===== config.mk =====
export PLATFORM = sky130hd
export DESIGN_NAME = vector_floating_point_sign_injection_pipeline
export DESIGN_NICKNAME = d
export VERILOG_FILES = /design/src/rtl/dragonfang_floating_point_pkg.sv /design/src/rtl/vector_floating_point_sign_injection_lane.sv /design/src/rtl/vector_floating_point_sign_injection_pipeline.sv
export SDC_FILE = /design/constraint.sdc
export NUM_CORES = 1
export LEC_CHECK = 0
export CORE_MARGIN = 3
export CORE_UTILIZATION = 41
export DETAILED_ROUTE_END_ITERATION = 6
export PLACE_DENSITY = 0.71
export SYNTH_ARGS = -nofsm -noshare
export SYNTH_HDL_FRONTEND = slang
export SYNTH_HIERARCHICAL = 1
export SYNTH_SLANG_ARGS = --single-unit

===== constraint.sdc =====
create_clock -name clock -period 21.2 [get_ports clock]
set_input_delay 5.3 -clock clock [delete_from_list [all_inputs] [get_ports clock]]
set_output_delay 5.3 -clock clock [all_outputs]
set_load 0.005 [all_outputs]

===== src/rtl/dragonfang_floating_point_pkg.sv =====
// Shared types and constants for the vector FP sign-injection datapath.
package dragonfang_floating_point_pkg;

  typedef enum logic [1:0] {
    SGNJ      = 2'b00,
    SGNJN     = 2'b01,
    SGNJX     = 2'b10,
    SGNJ_RSVD = 2'b11
  } sgnj_funct_e;

  typedef enum logic [1:0] {
    SEW_RSVD = 2'b00,
    SEW_E16  = 2'b01,
    SEW_E32  = 2'b10,
    SEW_E64  = 2'b11
  } sew_e;

  localparam logic [15:0] CANON_NAN_E16 = 16'h7E00;
  localparam logic [31:0] CANON_NAN_E32 = 32'h7FC0_0000;

  // Operation control; the VLEN-dependent operand fields are added by the pipeline top.
  typedef struct packed {
    sgnj_funct_e funct;
    logic        is_vf;
    sew_e        sew;
    logic        vm;
  } sgnj_ctrl_t;

  function automatic logic inject_sign(input sgnj_funct_e f, input logic s1, input logic s2);
    case (f)
      SGNJ:    return s1;
      SGNJN:   return ~s1;
      default: return s1 ^ s2;
    endcase
  endfunction

endpackage


===== src/rtl/vector_floating_point_sign_injection_lane.sv =====
// Combinational sign injection for one VLEN word: per-SEW element split, vl/v0 masking,
// tail-undisturbed merge with vd_old and NaN-boxing of the scalar sign source.
module vector_floating_point_sign_injection_lane
  import dragonfang_floating_point_pkg::*;
#(
  parameter int unsigned VLEN = 128,
  parameter int unsigned FLEN = 64,
  localparam int unsigned VL_W = $clog2(VLEN / 16) + 1,
  localparam int unsigned MASK_W = VLEN / 16
) (
  input  sgnj_ctrl_t          ctrl,
  input  logic [VL_W-1:0]     vl,
  input  logic [MASK_W-1:0]   v0_mask,
  input  logic [VLEN-1:0]     vs2,
  input  logic [VLEN-1:0]     vs1,
  input  logic [FLEN-1:0]     rs1,
  input  logic [VLEN-1:0]     vd_old,
  output logic [VLEN-1:0]     vd
);

  logic boxed16, boxed32;
  logic sign16, sign32, sign64;
  logic unused_vs1;

  // Scalar is properly boxed when every bit above the element width is one.
  assign boxed16 = &(rs1 | FLEN'(16'hFFFF));
  assign boxed32 = &(rs1 | FLEN'(32'hFFFF_FFFF));
  assign sign16  = boxed16 ? rs1[15] : CANON_NAN_E16[15];
  assign sign32  = boxed32 ? rs1[31] : CANON_NAN_E32[31];
  assign sign64  = rs1[FLEN-1];

  // Only the sign bits of vs1 matter.
  assign unused_vs1 = ^vs1;

  always_comb begin
    vd = vd_old;
    if (ctrl.funct != SGNJ_RSVD) begin
      case (ctrl.sew)
        SEW_E16: begin
          for (int i = 0; i < int'(VLEN / 16); i++) begin
            if ((VL_W'(i) < vl) && (ctrl.vm || v0_mask[i])) begin
              vd[i*16 +: 16] = {inject_sign(ctrl.funct, ctrl.is_vf ? sign16 : vs1[i*16+15],
                                            vs2[i*16+15]), vs2[i*16 +: 15]};
            end
          end
        end
        SEW_E32: begin
          for (int i = 0; i < int'(VLEN / 32); i++) begin
            if ((VL_W'(i) < vl) && (ctrl.vm || v0_mask[i])) begin
              vd[i*32 +: 32] = {inject_sign(ctrl.funct, ctrl.is_vf ? sign32 : vs1[i*32+31],
                                            vs2[i*32+31]), vs2[i*32 +: 31]};
            end
          end
        end
        SEW_E64: begin
          for (int i = 0; i < int'(VLEN / 64); i++) begin
            if ((VL_W'(i) < vl) && (ctrl.vm || v0_mask[i])) begin
              vd[i*64 +: 64] = {inject_sign(ctrl.funct, ctrl.is_vf ? sign64 : vs1[i*64+63],
                                            vs2[i*64+63]), vs2[i*64 +: 63]};
            end
          end
        end
        default: vd = vd_old;
      endcase
    end
  end

endmodule


===== src/rtl/vector_floating_point_sign_injection_pipeline.sv =====
// Pipelined vector FP sign injection with valid/ready handshake and NUM_STAGES registers.
// Optional perf counters: define DRAGONFANG_SGNJ_PERF_COUNTERS_EN.
module vector_floating_point_sign_injection_pipeline
  import dragonfang_floating_point_pkg::*;
#(
  parameter int unsigned VLEN = 128,
  parameter int unsigned NUM_STAGES = 2,
  parameter int unsigned FLEN = 64,
  localparam int unsigned VL_W = $clog2(VLEN / 16) + 1,
  localparam int unsigned MASK_W = VLEN / 16
) (
  input  logic              clock,
  input  logic              reset,
  input  logic              in_valid,
  output logic              in_ready,
  input  logic [1:0]        funct,
  input  logic              is_vf,
  input  logic [1:0]        sew,
  input  logic [VL_W-1:0]   vl,
  input  logic              vm,
  input  logic [MASK_W-1:0] v0_mask,
  input  logic [VLEN-1:0]   vs2,
  input  logic [VLEN-1:0]   vs1,
  input  logic [FLEN-1:0]   rs1,
  input  logic [VLEN-1:0]   vd_old,
  output logic              out_valid,
  input  logic              out_ready,
  output logic [VLEN-1:0]   vd
`ifdef DRAGONFANG_SGNJ_PERF_COUNTERS_EN
  ,
  output logic [31:0]       perf_ops,
  output logic [31:0]       perf_stall_cycles
`endif
);

  // Result registers after the compute point; one request register precedes them when NUM_STAGES > 1.
  localparam int unsigned RES_STAGES = (NUM_STAGES > 1) ? NUM_STAGES - 1 : 1;

  typedef struct packed {
    sgnj_ctrl_t        ctrl;
    logic [VL_W-1:0]   vl;
    logic [MASK_W-1:0] v0_mask;
    logic [VLEN-1:0]   vs2;
    logic [VLEN-1:0]   vs1;
    logic [FLEN-1:0]   rs1;
    logic [VLEN-1:0]   vd_old;
  } sgnj_request_t;

  sgnj_request_t                   req_in, lane_req;
  logic                            lane_v, stall;
  logic [VLEN-1:0]                 lane_vd;
  logic [RES_STAGES-1:0]           res_v;
  logic [RES_STAGES-1:0][VLEN-1:0] res_d;

  assign stall    = out_valid && !out_ready;
  assign in_ready = !stall;

  always_comb begin
    req_in.ctrl.funct = sgnj_funct_e'(funct);
    req_in.ctrl.is_vf = is_vf;
    req_in.ctrl.sew   = sew_e'(sew);
    req_in.ctrl.vm    = vm;
    req_in.vl         = vl;
    req_in.v0_mask    = v0_mask;
    req_in.vs2        = vs2;
    req_in.vs1        = vs1;
    req_in.rs1        = rs1;
    req_in.vd_old     = vd_old;
  end

  generate
    if (NUM_STAGES == 1) begin : g_no_req_reg
      assign lane_req = req_in;
      assign lane_v   = in_valid;
    end else begin : g_req_reg
      sgnj_request_t req_q;
      logic          req_v;

      always_ff @(posedge clock or posedge reset) begin
        if (reset) begin
          req_q <= '0;
          req_v <= 1'b0;
        end else if (!stall) begin
          req_q <= req_in;
          req_v <= in_valid;
        end
      end

      assign lane_req = req_q;
      assign lane_v   = req_v;
    end
  endgenerate

  vector_floating_point_sign_injection_lane #(
    .VLEN (VLEN),
    .FLEN (FLEN)
  ) u_lane (
    .ctrl    (lane_req.ctrl),
    .vl      (lane_req.vl),
    .v0_mask (lane_req.v0_mask),
    .vs2     (lane_req.vs2),
    .vs1     (lane_req.vs1),
    .rs1     (lane_req.rs1),
    .vd_old  (lane_req.vd_old),
    .vd      (lane_vd)
  );

  // Whole pipe advances together; bubbles move with the ops rather than being squeezed out.
  always_ff @(posedge clock or posedge reset) begin
    if (reset) begin
      res_v <= '0;
      res_d <= '0;
    end else if (!stall) begin
      res_v[0] <= lane_v;
      res_d[0] <= lane_vd;
      for (int s = 1; s < int'(RES_STAGES); s++) begin
        res_v[s] <= res_v[s-1];
        res_d[s] <= res_d[s-1];
      end
    end
  end

  assign out_valid = res_v[RES_STAGES-1];
  assign vd        = res_d[RES_STAGES-1];

`ifdef DRAGONFANG_SGNJ_PERF_COUNTERS_EN
  always_ff @(posedge clock or posedge reset) begin
    if (reset) begin
      perf_ops          <= '0;
      perf_stall_cycles <= '0;
    end else begin
      if (out_valid && out_ready) perf_ops <= perf_ops + 32'd1;
      if (stall) perf_stall_cycles <= perf_stall_cycles + 32'd1;
    end
  end
`endif

endmodule


---- Word level (Yosys, flattened, before mapping) ----
Index checks and enable logic that the tools add are counted.
word-level totals
  register bits after elaboration ......... 596
  input bits .............................. 470
  output and inout bits ................... 130
  logic and storage cells ................. 122
cells by class
  $lt $le $gt $ge ......................... 8
  equal/unequal tests ..................... 5
  muxes and demuxes ....................... 46
  bitwise logic cells ..................... 28
  reductions and logical operators ........ 22
operators with widths
  kind                                                       number
  case mux 128 bit (3 select lines)                          1
  two-way mux 128 bit                                        1
  two-way mux 16 bit                                         8
  two-way mux 32 bit                                         4
  two-way mux 64 bit                                         2
  AND reduction 48 bit                                       1
  AND reduction 32 bit                                       1
  case mux 1 bit (2 select lines)                            14
  less-than comparator 3 x 4 -> 1 bit, first input constant  4
  two-way mux 1 bit                                          16
  NOT 1 bit                                                  14
  bitwise XOR 1 bit                                          14
  logical AND 1 bit                                          9
  logical OR 1 bit                                           8
  less-than comparator 1 x 4 -> 1 bit, first input constant  2
  less-than comparator 2 x 4 -> 1 bit, first input constant  2
  == test 2 x 1 -> 1 bit, second input constant              2
  == test 2 bit, second input constant                       2
  logical NOT 1 bit                                          2
  logical NOT 2 bit                                          1
  inequality test 2 bit, second input constant               1

---- Logic depth before layout (Yosys ltp) ----
Gate-level depths: netlist of run 1.
  depth after elaboration ................. 8
  depth in mapped cells ................... 11
  gate-level depth less buffers ........... 8

---- Cells and area by module ----
The synthesis of run 1 kept the hierarchy.
by module, submodules not included
  module                                         times used  cells an instance  area an instance (sq um)  seq. area each (sq um)
  vector_floating_point_sign_injection_pipeline  1           1,261              24,374.6                  14,914.3
  vector_floating_point_sign_injection_lane      1           311                2,685.1                   0.0

---- Worst setup path before layout of run 1 ----
OpenSTA, ideal clock, no wires.
  path type ............................... input-to-output
  from .................................... input port out_ready
  to ...................................... output port in_ready
  data arrival time ....................... 5.797 ns
  data required time ...................... 15.900 ns
  setup slack ............................. 10.103 ns
  stages .................................. 4
  buffers on the path ..................... 2
  cells stage by stage .................... nor2b_4 buf_6 buf_6 inv_1
between the ends
  longest elaborated chain between the ends .. 3
ends and longest elaborated chain
  element             RTL line                                             RTL
  start: declaration  vector_floating_point_sign_injection_pipeline.sv:27  input logic out_ready,
  logical NOT 1 bit   vector_floating_point_sign_injection_pipeline.sv:55  assign stall = out_valid && !out_ready;
  logical AND 1 bit   vector_floating_point_sign_injection_pipeline.sv:55
  logical NOT 1 bit   n/a
  end: declaration    vector_floating_point_sign_injection_pipeline.sv:15  output logic in_ready,
Every way passes these cells.

---- Final worst setup path of run 1 ----
Ends and elaborated chain as after synthesis.

==> results of run 1 <==
## critical path: stages
cell and delay, ns:
clkdlybuf4s50_1 0.51, nor2b_4 0.06, inv_1 0.08, clkdlybuf4s50_1 0.52
## power by group through the flow
| stage | clock (uW) | sequential, uW | combinational (uW) |
|---|---|---|---|
| after CTS | 981 | 1140 | 757 |
| after floorplan | 0 | 1130 | 473 |
| after global placement | 0 | 1140 | 741 |
| after detailed placement | 0 | 1150 | 751 |
| final | 949 | 1140 | 746 |
| after global routing | 1020 | 1160 | 796 |
## flip-flops by register name, summed over array words and instances (netlist names)
| signal | count |
|---|---|
| vd | 128 |
| out_valid | 1 |
| g_req_reg.req_q | 331 |
| g_req_reg.req_v | 1 |
## stage by stage
stage          power [uW]  instance area, um^2
2_1_floorplan        1610                21600
3_3_place_gp         1880                26100
3_5_place_dp         1900                26100
4_1_cts              2880                27900
5_1_grt              2980                27900
6_report             2830                27900
## worst min path at each step
stage	endpoint	start	slack [ns]
after floorplan	out_valid$_DFFE_PP0N_	g_req_reg.req_v$_DFFE_PP0N_	0.43
after global placement	out_valid$_DFFE_PP0N_	g_req_reg.req_v$_DFFE_PP0N_	0.47
after detailed placement	out_valid$_DFFE_PP0N_	g_req_reg.req_v$_DFFE_PP0N_	0.48
final	out_valid$_DFFE_PP0N_	g_req_reg.req_v$_DFFE_PP0N_	0.47
after global routing	g_req_reg.req_q[5]$_DFFE_PP0N_	g_req_reg.req_q[5]$_DFFE_PP0N_	0.51
after CTS	out_valid$_DFFE_PP0N_	g_req_reg.req_v$_DFFE_PP0N_	0.49
## final cells by class
type | count | area (um^2) | share of cell area
diodes | 10 | 25.0 | 0.000896
clock buffers | 72 | 1510 | 0.0540
clock inverters | 23 | 314 | 0.0112
inverters | 8 | 37.5 | 0.00134
multi-input cells | 746 | 8890 | 0.318
flip-flops and latches | 461 | 11500 | 0.413
well taps | 680 | 851 | 0.0305
repair buffers | 477 | 4770 | 0.171
## per-layer routing
metal | routed length, um | vias up | track usage
li1 | - | 5568 | -
met1 | 22600 | 6280 | 0.247
met2 | 24600 | 355 | 0.297
met3 | 3940 | 93 | 0.0650
met4 | 1140 | 24 | 0.0544
met5 | 152 | - | 0
==> impl_metrics.json, run 1 <==
{
  "finClkSkew_ns": 0.0201,
  "p_int_uw": 2110,
  "htreeDepth": 2,
  "switching_share": 0.254,
  "worst_slew_pin_slew_ns": 1.14,
  "insertion_delay_ns": 0.59,
  "final_cell_mix": "464 x clkdlybuf4s50_1, 461 x dfrtp_1, 339 x mux2_4, 213 x mux2_2, 53 x clkbuf_16",
  "drc_errors": 0,
  "rsz0062_at_grt": "false",
  "cts_root_buf": "clkbuf_16",
  "min_period_over_period": 0.555,
  "critPathCaptureType": "output port",
  "drt_iter0_drc": 633,
  "ios": 600,
  "grt_pass1_wl_um": 82800,
  "core_area_um2": 51700,
  "cts_hold_buffers": 0,
  "grt.total_usage": 0.188,
  "finalCriticalPeriod_ns": 11.77,
  "dieArea_um2": 55500,
  "fin_ws_ns": 9.43,
  "crit_path_start_kind": "primary input",
  "finalSetupViolations": 0,
  "hold_viol_final": 0,
  "avgRoutedWirePerCell_um": 21.2,
  "grt_max_degree": 142,
  "chipHeight_um": 236,
  "first_pass_iters": 4,
  "whs_path_depth": 1,
  "syn_avg_cell_area_um2": 16.7,
  "die_w_um": 236,
  "cts_buffers": 52,
  "io_buffers": 464,
  "routed-via-count": 12320,
  "nets": 2216,
  "outcome": "finished clean",
  "cp_max_fo": 3,
  "layoutNonFillerInstCount": 2477,
  "tns_ns": 0,
  "clock-sinks": 461,
  "syn_inst": 1296,
  "ys_warn_count": 6,
  "cp.required_ns": 15.90,
  "irDropWorstVdd_v": 0.0000613,
  "post_cts_buffers": 0,
  "critPathLaunch": "out_ready",
  "maxSlewHeadroom": 0.241,
  "fp-row-count": 83,
  "clockBufferDepth": 3,
  "hpwl_um": 36800,
  "grt_antenna_before_repair": 20,
  "powerDensity_nw_per_um2": 101,
  "drive_gt1_frac": 0.375,
  "cellLeakagePower_uw": 0.0121,
  "timing.critical_path.to": "in_ready",
  "worstSetupPathType": "primary input to output port",
  "wirelength_um": 52400,
  "utilization": 0.540,
  "rr_endpoint": "vd[84]$_DFFE_PP0N_",
  "drv_slew": 0,
  "p_comb_frac": 0.263,
  "cp.arrival_ns": 6.47,
  "clkTransAtPathRegs_ns": 0.06,
  "cts_tree": "built",
  "overflow": 0,
  "timing.fmax_mhz": 85.0,
  "syn-num-nets": 1766,
  "cts_resized": 0,
  "place_ws_ns": 9.42,
  "syn_area_um2": 21600,
  "reg2reg_depth": 6,
  "holdWs_ns": 0.471,
  "gp_congestion": 0.799,
  "area_growth_pct": 29.3,
  "placed_cells": 2372,
  "grt_pass1_vias": 13590,
  "viasPerCell": 4.97,
  "maxCapViolations": 0,
  "switchingPower_uw": 719,
  "clkPwrFrac": 0.335,
  "rrSetupSlack_ns": 17.80,
  "hp-class": "flop to flop",
  "antenna_left": 0,
  "start_util": 0.418,
  "n_fill_cell": 4212,
  "final_common_cell": "clkdlybuf4s50_1",
  "p_seq_frac": 0.402,
  "crit-reg2reg-launch": "g_req_reg.req_q[461]$_DFFE_PP0N_"
}
(Power assumes the default switching activity.)
==> run 2, diff against run 1 <==
- PLACE_DENSITY: 0.71 -> 0.68
- clock period: 21.2 -> 12.31 ns (I/O delays scaled with it)
==> run 2 against run 1 <==
Net effect:
- clock skew fell by 0.0069 ns
- largest cell class unchanged
- critical path depth rose by 1
- setup slack worse by 5.1 ns
- combinational power is 72% higher
- utilization decreased by 0.18 points
- cell area down 0.34%
- via count down 1.2%
- total power increased by 69%
- count of clock-buffer cells in the layout up 7
- largest power group unchanged
- first-iteration DRC count grew 2.4%
==> impl_metrics.json, run 2 (synthesis results as in run 1) <==
{
  "critPathCaptureType": "output port",
  "worstSetupPathType": "primary input to output port",
  "largest_reg_flops": 331,
  "top_register": "g_req_reg.req_q",
  "nets": 2217,
  "maxSlewHeadroom": 0.230,
  "insertion_delay_ns": 0.57,
  "routed-via-count": 12170,
  "clkTransAtPathRegs_ns": 0.06,
  "outcome": "finished clean",
  "die_w_um": 236,
  "multi_input_area_um2": 8890,
  "drc_errors": 0,
  "cts_tree": "built",
  "drv_slew": 0,
  "dieArea_um2": 55500,
  "cellLeakagePower_uw": 0.0121,
  "fp-row-count": 83,
  "maxCapViolations": 0,
  "hpwl_um": 37300,
  "worst_slew_pin_slew_ns": 1.16,
  "finClkSkew_ns": 0.0132,
  "total_power_uw": 4780,
  "hold_viol_final": 0,
  "path_delay_family": "buffers and inverters",
  "cp.required_ns": 9.23,
  "cp.arrival_ns": 4.87,
  "tns_ns": 0,
  "overflow": 0,
  "clockBufferDepth": 3,
  "finalCriticalPeriod_ns": 7.95,
  "grt_max_degree": 137,
  "rsz0062_at_grt": "false",
  "grt_pass1_vias": 13150,
  "placed_cells": 2375,
  "cts_root_buf": "clkbuf_16",
  "regArea_um2": 11500,
  "min_period_over_period": 0.646,
  "gp_congestion": 0.792,
  "viasPerCell": 4.92,
  "hp-class": "flop to flop",
  "final_cell_mix": "464 x clkdlybuf4s50_1, 461 x dfrtp_1, 339 x mux2_4, 213 x mux2_2, 53 x clkbuf_16",
  "critPathBufInv": 4,
  "drt_iter0_drc": 648,
  "cp_slowest_cell": "buf_4",
  "start_util": 0.418,
  "avgRoutedWirePerCell_um": 21.3,
  "chipHeight_um": 236,
  "first_pass_iters": 4,
  "max_stage_delay_ns": 0.57,
  "fin_ws_ns": 4.36,
  "powerDensity_nw_per_um2": 172,
  "cts_resized": 0,
  "place_ws_ns": 4.33,
  "grt_antenna_before_repair": 21,
  "final_common_cell": "clkdlybuf4s50_1",
  "cp_max_fo": 43,
  "placed_area_um2": 26100,
  "finalSetupViolations": 0,
  "cp_cell_sequence": "clkdlybuf4s50_1 > nor2b_4 > buf_4 > inv_1 > clkdlybuf4s50_1",
  "area_growth_pct": 28.9,
  "drive_gt1_frac": 0.373,
  "layoutNonFillerInstCount": 2476,
  "ios": 600,
  "timing.fmax_mhz": 126,
  "clock-sinks": 461,
  "cts_hold_buffers": 0,
  "core_area_um2": 51700,
  "antenna_left": 0,
  "grt_pass1_wl_um": 80800,
  "grt.total_usage": 0.186,
  "post_cts_buffers": 0,
  "io_buffers": 464,
  "htreeDepth": 2,
  "stdcell_area_um2": 27800,
  "cts_buffers": 50,
  "irDropWorstVdd_v": 0.000114,
  "crit_path_start_kind": "primary input",
  "wirelength_um": 52700,
  "n_fill_cell": 4238,
  "crit_top_cell": "clkdlybuf4s50_1"
}
==> run 2: area by class of cell <==
type	count	share of cell area
clock buffers	79	0.0565
multi-input cells	746	0.319
diodes	11	0.000989
repair buffers	480	0.172
inverters	8	0.00121
well taps	680	0.0306
flip-flops and latches	461	0.414
clock inverters	11	0.00476
==> run 2: per-stage QoR <==
| step | hold WS [ns] | util |
|---|---|---|
| after global routing | 0.510 | 0.538 |
| final | 0.465 | 0.538 |
| after CTS | 0.476 | 0.538 |
| after global placement | 0.458 | 0.505 |
| after floorplan | 0.435 | - |
| after detailed placement | 0.462 | 0.505 |
==> run 2: path summary, 6_finish.rpt <==
check | from | endpoint | slack (ns) | depth (start not counted)
min in group asynchronous | reset | vd[75]$_DFFE_PP0N_ | 3.13 | 3
max in group asynchronous | reset | g_req_reg.req_q[405]$_DFFE_PP0N_ | 7.10 | 5
worst max-delay path | out_ready | in_ready | 4.36 | 5
worst min register to register | g_req_reg.req_v$_DFFE_PP0N_ | out_valid$_DFFE_PP0N_ | 0.46 | 1
worst max register to register | out_valid$_DFFE_PP0N_ | g_req_reg.req_q[30]$_DFFE_PP0N_ | 7.74 | 6
worst min-delay path | g_req_reg.req_v$_DFFE_PP0N_ | out_valid$_DFFE_PP0N_ | 0.46 | 1
==> run 2: report_power, final <==
group | internal, uW | switching (uW) | leakage, uW
logic | 848 | 435 | 0.00587
registers | 1790 | 171 | 0.00537
clock network | 935 | 604 | 0.000844
==> run 2: routing by layer <==
metal / vias to the layer above / track usage / wire length (um) / part of all wire
met4: 22 / 0.0564 / 1150 / 0.022
met2: 347 / 0.283 / 24100 / 0.46
met1: 6128 / 0.245 / 22800 / 0.43
met5: - / 0 / 144 / 0.0027
li1: 5579 / - / - / -
met3: 94 / 0.0731 / 4570 / 0.087
